<file path="src/rtl/iter_muldiv_if.sv">
// rtl/iter_muldiv_if.sv - request/result bundle for the iterative multiply/divide unit
// Purpose: groups the operation request, HI/LO write path and result signals.
// Ports (master drives / slave drives):
//   master -> slave : start, op[1:0], a, b, hi_we, lo_we, wdata
//   slave -> master : busy, done, hi, lo
interface iter_muldiv_if #(
  parameter int WIDTH = 32
);
  logic             start;
  logic [1:0]       op;
  logic [WIDTH-1:0] a;
  logic [WIDTH-1:0] b;
  logic             hi_we;
  logic             lo_we;
  logic [WIDTH-1:0] wdata;
  logic             busy;
  logic             done;
  logic [WIDTH-1:0] hi;
  logic [WIDTH-1:0] lo;

  modport master (
    output start, op, a, b, hi_we, lo_we, wdata,
    input  busy, done, hi, lo
  );

  modport slave (
    input  start, op, a, b, hi_we, lo_we, wdata,
    output busy, done, hi, lo
  );
endinterface

</file>
<file path="src/rtl/iter_muldiv.sv">
// rtl/iter_muldiv.sv - radix-2 iterative mult/multu/div/divu with HI/LO registers
// Purpose: one-bit-per-cycle shift-add multiply and restoring divide on operand
//   magnitudes, with sign correction applied once on the final cycle.
// Ports:
//   clk   - rising-edge clock
//   reset - asynchronous active-high reset
//   bus   - iter_muldiv_if.slave: start/op/a/b request, hi_we/lo_we/wdata
//           direct HI/LO writes, busy/done status, hi/lo result registers
module iter_muldiv #(
  parameter int WIDTH = 32
) (
  input  logic          clk,
  input  logic          reset,
  iter_muldiv_if.slave  bus
);
  localparam int CW = $clog2(WIDTH);

  typedef enum logic [1:0] {IDLE, RUN, FIN} state_t;

  state_t           state;
  logic             op_div;
  logic             sign_a;
  logic             sign_b;
  logic             b_zero;
  logic [WIDTH-1:0] opd;    // multiplicand (mult) or divisor (div) magnitude
  logic [WIDTH-1:0] p_hi;   // product high half / partial remainder
  logic [WIDTH-1:0] p_lo;   // multiplier bits shifting out / quotient shifting in
  logic [CW-1:0]    cnt;
  logic [WIDTH-1:0] hi_r;
  logic [WIDTH-1:0] lo_r;
  logic             done_r;

  logic             a_neg;
  logic             b_neg;
  logic [WIDTH-1:0] a_mag;
  logic [WIDTH-1:0] b_mag;
  logic [WIDTH-1:0] mul_add;
  logic [WIDTH:0]   mul_sum;
  logic [WIDTH:0]   div_shift;
  logic             div_ge;
  logic [WIDTH-1:0] div_diff;
  logic             res_neg;
  logic [2*WIDTH-1:0] prod_res;
  logic [WIDTH-1:0] quo_res;
  logic [WIDTH-1:0] rem_res;

  always_comb begin
    a_neg     = ~bus.op[0] & bus.a[WIDTH-1];
    b_neg     = ~bus.op[0] & bus.b[WIDTH-1];
    a_mag     = a_neg ? -bus.a : bus.a;
    b_mag     = b_neg ? -bus.b : bus.b;

    // Multiply step: add multiplicand when the current multiplier bit is set,
    // then shift the {carry, p_hi, p_lo} chain right by one.
    mul_add   = p_lo[0] ? opd : '0;
    mul_sum   = {1'b0, p_hi} + {1'b0, mul_add};

    // Restoring divide step: shift in the next dividend bit, subtract if it fits.
    div_shift = {p_hi, p_lo[WIDTH-1]};
    div_ge    = div_shift >= {1'b0, opd};
    div_diff  = div_shift[WIDTH-1:0] - opd;

    // Sign flags are only ever set for signed ops, so unsigned ops pass through.
    // With a zero divisor p_hi ends up holding |a|; negating it back by the
    // dividend sign restores the original a, and the all-ones quotient is kept.
    res_neg   = sign_a ^ sign_b;
    prod_res  = res_neg ? -{p_hi, p_lo} : {p_hi, p_lo};
    quo_res   = b_zero ? '1 : (res_neg ? -p_lo : p_lo);
    rem_res   = sign_a ? -p_hi : p_hi;
  end

  always_ff @(posedge clk or posedge reset) begin
    if (reset) begin
      state  <= IDLE;
      op_div <= 1'b0;
      sign_a <= 1'b0;
      sign_b <= 1'b0;
      b_zero <= 1'b0;
      opd    <= '0;
      p_hi   <= '0;
      p_lo   <= '0;
      cnt    <= '0;
      hi_r   <= '0;
      lo_r   <= '0;
      done_r <= 1'b0;
    end else begin
      done_r <= 1'b0;
      case (state)
        IDLE: begin
          if (bus.hi_we) hi_r <= bus.wdata;
          if (bus.lo_we) lo_r <= bus.wdata;
          if (bus.start) begin
            op_div <= bus.op[1];
            sign_a <= a_neg;
            sign_b <= b_neg;
            b_zero <= (bus.b == '0);
            opd    <= bus.op[1] ? b_mag : a_mag;
            p_lo   <= bus.op[1] ? a_mag : b_mag;
            p_hi   <= '0;
            cnt    <= '0;
            state  <= RUN;
          end
        end
        RUN: begin
          if (op_div) begin
            p_hi <= div_ge ? div_diff : div_shift[WIDTH-1:0];
            p_lo <= {p_lo[WIDTH-2:0], div_ge};
          end else begin
            p_hi <= mul_sum[WIDTH:1];
            p_lo <= {mul_sum[0], p_lo[WIDTH-1:1]};
          end
          cnt <= cnt + CW'(1);
          if (cnt == CW'(WIDTH-1)) state <= FIN;
        end
        FIN: begin
          if (op_div) begin
            hi_r <= rem_res;
            lo_r <= quo_res;
          end else begin
            {hi_r, lo_r} <= prod_res;
          end
          done_r <= 1'b1;
          state  <= IDLE;
        end
        default: state <= IDLE;
      endcase
    end
  end

  assign bus.busy = (state != IDLE);
  assign bus.done = done_r;
  assign bus.hi   = hi_r;
  assign bus.lo   = lo_r;
endmodule

</file>
<file path="src/flat_wrapper.sv">
// flat-port wrapper written by rule: the top's interface ports become plain ports
module iter_muldiv_flat 
#(
  parameter int WIDTH = 32
)
  (clk, reset, bus_start, bus_op, bus_a, bus_b, bus_hi_we, bus_lo_we, bus_wdata, bus_busy, bus_done, bus_hi, bus_lo);
  iter_muldiv_if #(.WIDTH(WIDTH)) bus_i ();
  input  logic clk;
  input  logic reset;
  input wire logic [$bits(bus_i.start)-1:0] bus_start;
  input wire logic [$bits(bus_i.op)-1:0] bus_op;
  input wire logic [$bits(bus_i.a)-1:0] bus_a;
  input wire logic [$bits(bus_i.b)-1:0] bus_b;
  input wire logic [$bits(bus_i.hi_we)-1:0] bus_hi_we;
  input wire logic [$bits(bus_i.lo_we)-1:0] bus_lo_we;
  input wire logic [$bits(bus_i.wdata)-1:0] bus_wdata;
  output wire logic [$bits(bus_i.busy)-1:0] bus_busy;
  output wire logic [$bits(bus_i.done)-1:0] bus_done;
  output wire logic [$bits(bus_i.hi)-1:0] bus_hi;
  output wire logic [$bits(bus_i.lo)-1:0] bus_lo;
  assign bus_i.start = bus_start;
  assign bus_i.op = bus_op;
  assign bus_i.a = bus_a;
  assign bus_i.b = bus_b;
  assign bus_i.hi_we = bus_hi_we;
  assign bus_i.lo_we = bus_lo_we;
  assign bus_i.wdata = bus_wdata;
  assign bus_busy = bus_i.busy;
  assign bus_done = bus_i.done;
  assign bus_hi = bus_i.hi;
  assign bus_lo = bus_i.lo;
  iter_muldiv #(.WIDTH(WIDTH)) u_core (.clk(clk), .reset(reset), .bus(bus_i));
endmodule
</file>
<file path="config.mk">
export PLATFORM = sky130hd
export DESIGN_NAME = iter_muldiv_flat
export DESIGN_NICKNAME = d
export VERILOG_FILES = /design/src/rtl/iter_muldiv_if.sv /design/src/rtl/iter_muldiv.sv /design/src/flat_wrapper.sv
export SDC_FILE = /design/constraint.sdc
export NUM_CORES = 1
export LEC_CHECK = 0
export BUFFER_PORTS_ARGS = -buffer_cell sky130_fd_sc_hd__buf_2
export CELL_PAD_IN_SITES_DETAIL_PLACEMENT = 0
export CELL_PAD_IN_SITES_GLOBAL_PLACEMENT = 1
export CORE_AREA = 3 3 186 188
export DETAILED_ROUTE_END_ITERATION = 8
export DIE_AREA = 0 0 189 191
export GPL_ROUTABILITY_DRIVEN = 0
export PLACE_DENSITY_LB_ADDON = 0.1
export RECOVER_POWER = 25
export SLEW_MARGIN = 20
export SYNTH_ARGS = -nofsm -noshare
export SYNTH_HDL_FRONTEND = slang
export SYNTH_SLANG_ARGS = --single-unit
export TNS_END_PERCENT = 20
</file>
<file path="constraint.sdc">
create_clock -name clk -period 7 [get_ports clk]
set_clock_uncertainty 0.15 [all_clocks]
set_input_delay 1.4 -clock clk [delete_from_list [all_inputs] [get_ports clk]]
set_output_delay 1.4 -clock clk [all_outputs]
set_load 0.05 [all_outputs]
</file>
==> impl_metrics.py, run 1 <==
metrics = {
    "logic_synthesis": {
        "syn_area_sq_um": 14700,
        "synth_edf_count": 0,
        "synth_top_area_share_pct": 29.2,
        "synth_area_leaders": "dfrtp_1 (29%), o21ai_0 (6.7%), a21oi_1 (6.5%)",
        "yosys.area.top_type": "dfrtp_1",
        "synthesis.nets": 2067,
        "ys_warn_count": 0,
        "yosysSeqAreaShare_pct": 29.2,
        "ys_types": 80,
        "ys_ff_latch": 172,
        "ys.flop_type": "dfrtp_1",
        "netlist_instances": 1892,
        "syn_avg_cell_area_sq_um": 7.79,
        "synthArstFlopShare_pct": 100,
    },
    "die": {
        "rows": 67,
        "die-height_microns": 191,
        "core_area_sq_um": 33300,
        "fp.dieW_microns": 189,
        "die_area_sq_um": 36100,
        "ios": 169,
        "initial_core_util_pct": 44.3,
    },
    "worst_hold_path": {
        "min_path_type": "flip-flop to flip-flop",
        "hold_depth": 2,
        "hold_start": "u_core.bus.lo[17]",
        "min_to": "u_core.bus.lo[17]",
    },
    "clock_tree": {
        "cts_tree": "built",
        "clk_latency_ns": 0.45,
        "cts_buffers": 17,
        "cts_hold_buf": 0,
        "cts_sinks": 172,
        "cts_setup_buffers": 0,
        "ctsResizeCount": 0,
        "cts-root-buf": "clkbuf_16",
        "clock_path_buffers": 2,
        "htreeDepth": 4,
        "path_clk_slew_ns": 0.08,
    },
    "pwr": {
        "p_leak_nw": 7.11,
        "ir_worst_vdd_mv": 0.244,
        "p_per_area_nw_per_um2": 586,
    },
    "outcome": {
        "violations": "max-capacitance violations, max-slew violations",
        "status": "finished, violations left",
    },
    "setup_path": {
        "cpMaxStageDelayCell": "clkbuf_1",
        "regToRegStartpoint": "u_core.state[0]",
        "reg2reg_to": "u_core.p_hi[25]",
        "worstPathMaxFanout": 50,
        "crit_path_end_kind": "flip-flop",
        "cp_top_family": "simple AND/OR/NAND/NOR gates",
        "worstPathArrival_ns": 4.99,
        "critPathKind": "flip-flop to flip-flop",
        "startpoint_type": "flip-flop",
        "worstPathRequired_ns": 7.23,
        "ff2ff_path_depth": 5,
        "slowest_delay_ns": 1.72,
        "cp_num_buf_inv": 1,
        "crit_chain": "nor2b_1 > clkbuf_1 > nand2_1 > nor3_1 > a221o_1",
        "rrSetupSlack_ns": 2.24,
    },
    "timing": {
        "tns_ns": 0,
        "max_freq_ghz": 0.210,
        "hold_viol_final": 0,
        "fin_crit_ns": 4.76,
        "rsz0062_at_grt": "false",
        "worstMarginPinSlew_ns": 2.82,
        "period_share_pct": 68.0,
        "setup_violations": 0,
        "timing.final.ws_setup_ns": 2.24,
        "relSlewSlack_pct": -88.2,
        "drv_slew": 117,
    },
    "global_route": {
        "antenna_found_initial": 0,
        "use_met2_pct": 44.1,
        "grt_pass1_vias": 13524,
        "grt_pass1_wl_mm": 81.4,
        "top_usage_layer": "met2",
        "use_met3_pct": 4.14,
        "grtUsageTotal_pct": 29.1,
        "grt_overflow": 0,
        "grt_max_degree": 101,
        "met1_usage_pct": 42.6,
    },
    "routing": {
        "vias": 14663,
        "drtAntennaViolNets": 0,
        "drcViolationCount": 0,
        "avgViaCountPerCell": 6.00,
        "routed_wl_mm": 53.5,
        "first_pass_iters": 5,
        "wl_per_cell_microns": 21.9,
        "drtIter0Drc": 1079,
    },
    "final_layout": {
        "area_growth_pct": 11.6,
        "n_fill_cell": 3384,
        "drive_above_1_share_pct": 13.1,
        "seq_area_sq_um": 4310,
        "final_core_util_pct": 49.4,
        "stdcell_area_sq_um": 16500,
        "fin_nets": 2157,
        "multi_input_area_sq_um": 9740,
    },
    "flow_run": {
        "drv_cap": 2,
    },
    "placed_design": {
        "io_buffer_count": 168,
        "placed_cell_area_sq_um": 15900,
        "pre_cts_ws_ns": 2.63,
        "dpl.hpwl_mm": 40.8,
    },
}
-- stage by stage --
step                      std cells  power, mW  hold WS, ns
after floorplan                1892       6.82        0.299
after global placement         2411       8.51        0.308
after CTS                      2443       9.55        0.332
after global routing           2443       10.4        0.350
final                          2444       9.64        0.329
after detailed placement       2411       8.56        0.315
-- worst register-to-register path, stage by stage, from the launching register on --
cell,delay (ns)
dfrtp_1,0.46
nor2b_1,0.16
clkbuf_1,1.72
nand2_1,1.36
nor3_1,0.66
a221o_1,0.18
-- worst max path at each step --
stage	start	endpoint	slack, ns	cells after the start
after global routing	u_core.state[0]	u_core.p_hi[25]	2.00	5
after floorplan	reset	u_core.b_zero	0.79	1
final	u_core.state[0]	u_core.p_hi[25]	2.24	5
after global placement	bus_b[4]	u_core.p_lo[29]	2.65	9
after CTS	u_core.p_lo[0]	u_core.p_hi[28]	2.61	12
after detailed placement	bus_a[12]	u_core.p_lo[29]	2.63	10
-- flip-flops by register name, indices dropped and copies added, names as in the netlist --
signal and cells:
u_core.bus.hi 32, u_core.op_div 1, u_core.b_zero 1, u_core.cnt 5, u_core.sign_a 1, u_core.sign_b 1
u_core.p_lo 32, u_core.p_hi 32, u_core.opd 32, u_core.state 2, u_core.bus.lo 32, u_core.bus.done 1
-- kinds of logic (layout without fill, tap and decap cells) --
family / after synthesis / in the layout / synth area share, %
flops: 172 / 172 / 29.2
simple gates: 569 / 569 / 18.5
compound gates: 660 / 660 / 27.2
xor+xnor: 175 / 175 / 10.4
fa+ha+maj: 72 / 72 / 6.21
other cells: 0 / 1 / 0
buf+inv: 193 / 296 / 5.06
mux: 51 / 51 / 3.46
-- cell usage after synthesis, types with 5 or more instances --
| cell type | count |
|---|---|
| clkbuf_1 | 98 |
| a21oi_1 | 191 |
| nor2_1 | 165 |
| nor4_1 | 11 |
| nor2b_1 | 10 |
| xnor2_1 | 88 |
| o221ai_1 | 6 |
| o21ai_0 | 198 |
| or4_1 | 15 |
| nand2_1 | 191 |
| xor2_1 | 87 |
| a22oi_1 | 21 |
| buf_1 | 14 |
| nand4_1 | 14 |
| o31ai_1 | 25 |
| and3_1 | 19 |
| and2_1 | 7 |
| nor3_1 | 41 |
| o22ai_1 | 38 |
| a21o_1 | 15 |
| nand2b_1 | 18 |
| a31oi_1 | 25 |
| o21a_1 | 13 |
| o41ai_1 | 7 |
| a221oi_1 | 5 |
| o21ai_1 | 7 |
| o21bai_1 | 10 |
| inv_1 | 73 |
| ha_1 | 70 |
| dfrtp_1 | 172 |
| a211oi_1 | 25 |
| nand3_1 | 22 |
| o211ai_1 | 31 |
| mux2i_1 | 51 |
| or3_1 | 23 |
-- final cells by class --
class                   instances  area share, %
clock buffers                  17           2.59
flip-flops and latches        172           26.2
multi-input cells            1527           59.2
inverters                      74           1.72
diodes                          1         0.0152
well taps                     448           3.41
repair buffers                190           6.06
clock inverters                15          0.867
-- routing by layer --
metal / vias to the layer above / wire length [microns]
li1: 7024 / -
met1: 7040 / 25000
met2: 540 / 23300
met3: 59 / 3490
met4: 0 / 1680
met5: - / 0
-- cells in the final DEF (no fill, tap or decap), drive strengths merged, types with 22 or more instances in the layout --
master	Yosys	final
mux2i	51	51
o21ai	206	206
o22ai	38	38
a211oi	26	26
dfrtp	172	172
buf	20	187
ha	70	70
nor3	43	43
nand2	192	192
xor2	87	87
nor2	165	165
a31oi	25	25
or3	23	23
xnor2	88	88
a21oi	192	192
o211ai	31	31
nand3	22	22
o31ai	26	26
inv	73	84
-- power breakdown --
group | total (mW) | switching [mW] | internal, mW
registers | 2.16 | 0.668 | 1.49
logic | 6.51 | 4.12 | 2.39
clock network | 0.971 | 0.495 | 0.476
Note: power is estimated with default switching activity, not from simulation.
==> run 2: changes to the inputs <==
ABC_AREA = 1   (was default)
CORE_AREA = 3 3 224 226   (was 3 3 186 188)
DIE_AREA = 0 0 227 229   (was 0 0 189 191)
clock period = 4.1 ns   (was 7 ns; I/O delays follow)
==> run 2 against run 1 <==
The flow still finishes with violations (max-capacitance violations, max-slew violations). Count of clock-buffer cells in the layout rose by 2. Largest power group unchanged. Critical path depth rose by 8. Critical path type unchanged. Critical endpoint is now u_core.p_hi[24]. Clock power rose by 77%. Routed wire length rose by 53%. Sequential share of layout area fell by 5.1 points.
==> impl_metrics.py, run 2 <==
metrics = {
    "outcome": {
        "status": "finished, violations left",
        "violations": "max-capacitance violations, max-slew violations",
    },
    "logic_synthesis": {
        "synthMuxAreaShare_pct": 0,
        "synth_area_leaders": "dfrtp_1 (24%), nand2_1 (20%), nand3_1 (9.6%)",
        "synthSimpleGateAreaFrac_pct": 41.7,
        "synth-adder-area-share_pct": 5.02,
        "ys.flop_type": "dfrtp_1",
        "yosys.area.top_type": "dfrtp_1",
        "ys_top_cells_by_count": "nand2_1 (949), inv_1 (430), nor2_1 (393)",
        "ys_types": 52,
        "yosys.area_share.xor_xnor_pct": 2.59,
        "synth_top_family_by_area": "simple AND/OR/NAND/NOR gates",
        "netlist_instances": 3182,
        "syn_avg_cell_area_sq_um": 5.74,
        "synth_top_area_share_pct": 23.6,
        "synth_compound_area_share_pct": 15.7,
        "synth_edf_count": 0,
        "synthesis.nets": 3357,
        "syn_area_sq_um": 18300,
        "yosysSeqAreaShare_pct": 23.6,
        "yosysMostFrequentCell": "nand2_1",
        "synthArstFlopShare_pct": 100,
        "ys_ff_latch": 172,
        "ys_warn_count": 0,
    },
    "die": {
        "fp.dieW_microns": 227,
        "ios": 169,
        "rows": 81,
        "core_area_sq_um": 48500,
        "die-height_microns": 229,
        "die_area_sq_um": 52000,
        "initial_core_util_pct": 37.6,
    },
    "routing": {
        "drtIter0Drc": 1883,
        "vias": 21680,
        "routed_wl_mm": 81.8,
        "wl_per_cell_microns": 20.7,
        "drcViolationCount": 0,
        "avgViaCountPerCell": 5.50,
        "first_pass_iters": 6,
        "drtAntennaViolNets": 0,
    },
    "clock_tree": {
        "clk_latency_ns": 0.50,
        "cts_sinks": 172,
        "path_clk_slew_ns": 0.07,
        "cts_tree": "built",
        "htreeDepth": 4,
        "cts-root-buf": "clkbuf_16",
        "cts_buffers": 17,
        "ctsResizeCount": 0,
        "cts_hold_buf": 0,
        "clock_path_buffers": 2,
        "cts_setup_buffers": 0,
    },
    "timing": {
        "holdWs_ns": 0.356,
        "max_freq_ghz": 0.307,
        "period_share_pct": 79.5,
        "hold_viol_final": 0,
        "relSlewSlack_pct": -24.5,
        "setup_violations": 0,
        "worstMarginPinSlew_ns": 1.86,
        "fin_crit_ns": 3.26,
        "tns_ns": 0,
        "drv_slew": 69,
        "rsz0062_at_grt": "false",
    },
    "final_layout": {
        "final_core_util_pct": 42.0,
        "seq_area_sq_um": 4310,
        "multi_input_area_sq_um": 11900,
        "area_growth_pct": 11.8,
        "drive_above_1_share_pct": 8.80,
        "fin_nets": 3482,
        "fin_cells": 3942,
        "diodes": 0,
        "final_cell_mix": "nand2_1 (949), inv_1 (427), nor2_1 (390)",
        "stdcell_area_sq_um": 20400,
        "n_fill_cell": 5452,
        "final_common_cell": "nand2_1",
    },
    "setup_path": {
        "worstPathArrival_ns": 3.49,
        "worstPathMaxFanout": 35,
        "worstPathRequired_ns": 4.33,
        "critPathKind": "flip-flop to flip-flop",
        "crit_path_end_kind": "flip-flop",
        "startpoint_type": "flip-flop",
    },
    "pwr": {
        "p_leak_nw": 10.5,
        "p_per_area_nw_per_um2": 959,
        "ir_worst_vdd_mv": 0.443,
    },
    "global_route": {
        "grt_max_degree": 78,
        "grtUsageTotal_pct": 30.8,
        "antenna_found_initial": 0,
        "grt_pass1_vias": 20156,
        "grt_overflow": 0,
        "grt_pass1_wl_mm": 121,
    },
    "worst_hold_path": {
        "min_path_type": "flip-flop to flip-flop",
    },
    "placed_design": {
        "io_buffer_count": 168,
        "dp.cells": 3910,
        "dpl.hpwl_mm": 66.5,
        "placed_cell_area_sq_um": 19900,
    },
    "flow_run": {
        "drv_cap": 2,
    },
}
[run 2: layout make-up]
cell class / count / share of cell area, %
clock buffers: 19 / 2.17
repair buffers: 213 / 5.83
flip-flops and latches: 172 / 21.1
well taps: 622 / 3.81
multi-input cells: 2462 / 58.2
clock inverters: 13 / 0.736
inverters: 441 / 8.12
[run 2: worst max-delay path: stages, from the launching register on]
cell and delay (ns):
dfrtp_1 0.34, buf_4 0.42, nand2_1 0.26, inv_1 0.11, ha_1 0.23, nand2_1 0.13, nor2_1 0.19, inv_1 0.08
nor3_1 0.46, nand3_1 0.29, nand4_1 0.14, nand3_1 0.12, nand3_1 0.14, nand2_1 0.07
[run 2: layer usage]
metal / GRT usage [%] / up-vias / share of wire, %
li1: - / 10528 / -
met1: 40.4 / 10100 / 42
met2: 49.6 / 869 / 46
met3: 3.82 / 183 / 6.3
met4: 16.2 / 0 / 5.7
met5: 0 / - / 0
[run 2: through the flow]
| stage | total power, mW | worst slack (ns) |
|---|---|---|
| after floorplan | 13.3 | 0.933 |
| after global placement | 17.6 | 0.841 |
| after detailed placement | 17.7 | 0.793 |
| after CTS | 19.5 | 0.921 |
| after global routing | 21.4 | 0.510 |
| final | 19.6 | 0.840 |
[run 2: cell families after synthesis]
logic type	count (synthesis)
buf+inv	548
simple gates	1818
compound gates	518
flops	172
xor+xnor	54
fa+ha+maj	72
[run 2: path summary, 6_finish.rpt]
kind	from	to	slack, ns	cells past startpoint
worst max-delay path	u_core.p_lo[0]	u_core.p_hi[24]	0.84	13
worst min-delay path	u_core.bus.lo[23]	u_core.bus.lo[23]	0.36	2
worst max register to register	u_core.p_lo[0]	u_core.p_hi[24]	0.84	13
worst min register to register	u_core.bus.lo[23]	u_core.bus.lo[23]	0.36	2
max in group asynchronous	reset	u_core.bus.hi[30]	1.01	3
min in group asynchronous	reset	u_core.bus.lo[13]	0.64	2
[run 2: report_power, final]
| part | total (mW) | switching, mW | leakage, nW | internal [mW] |
|---|---|---|---|---|
| sequential | 3.54 | 0.993 | 2.00 | 2.55 |
| combinational | 14.3 | 9.99 | 8.20 | 4.33 |
| clock | 1.72 | 0.841 | 0.285 | 0.880 |
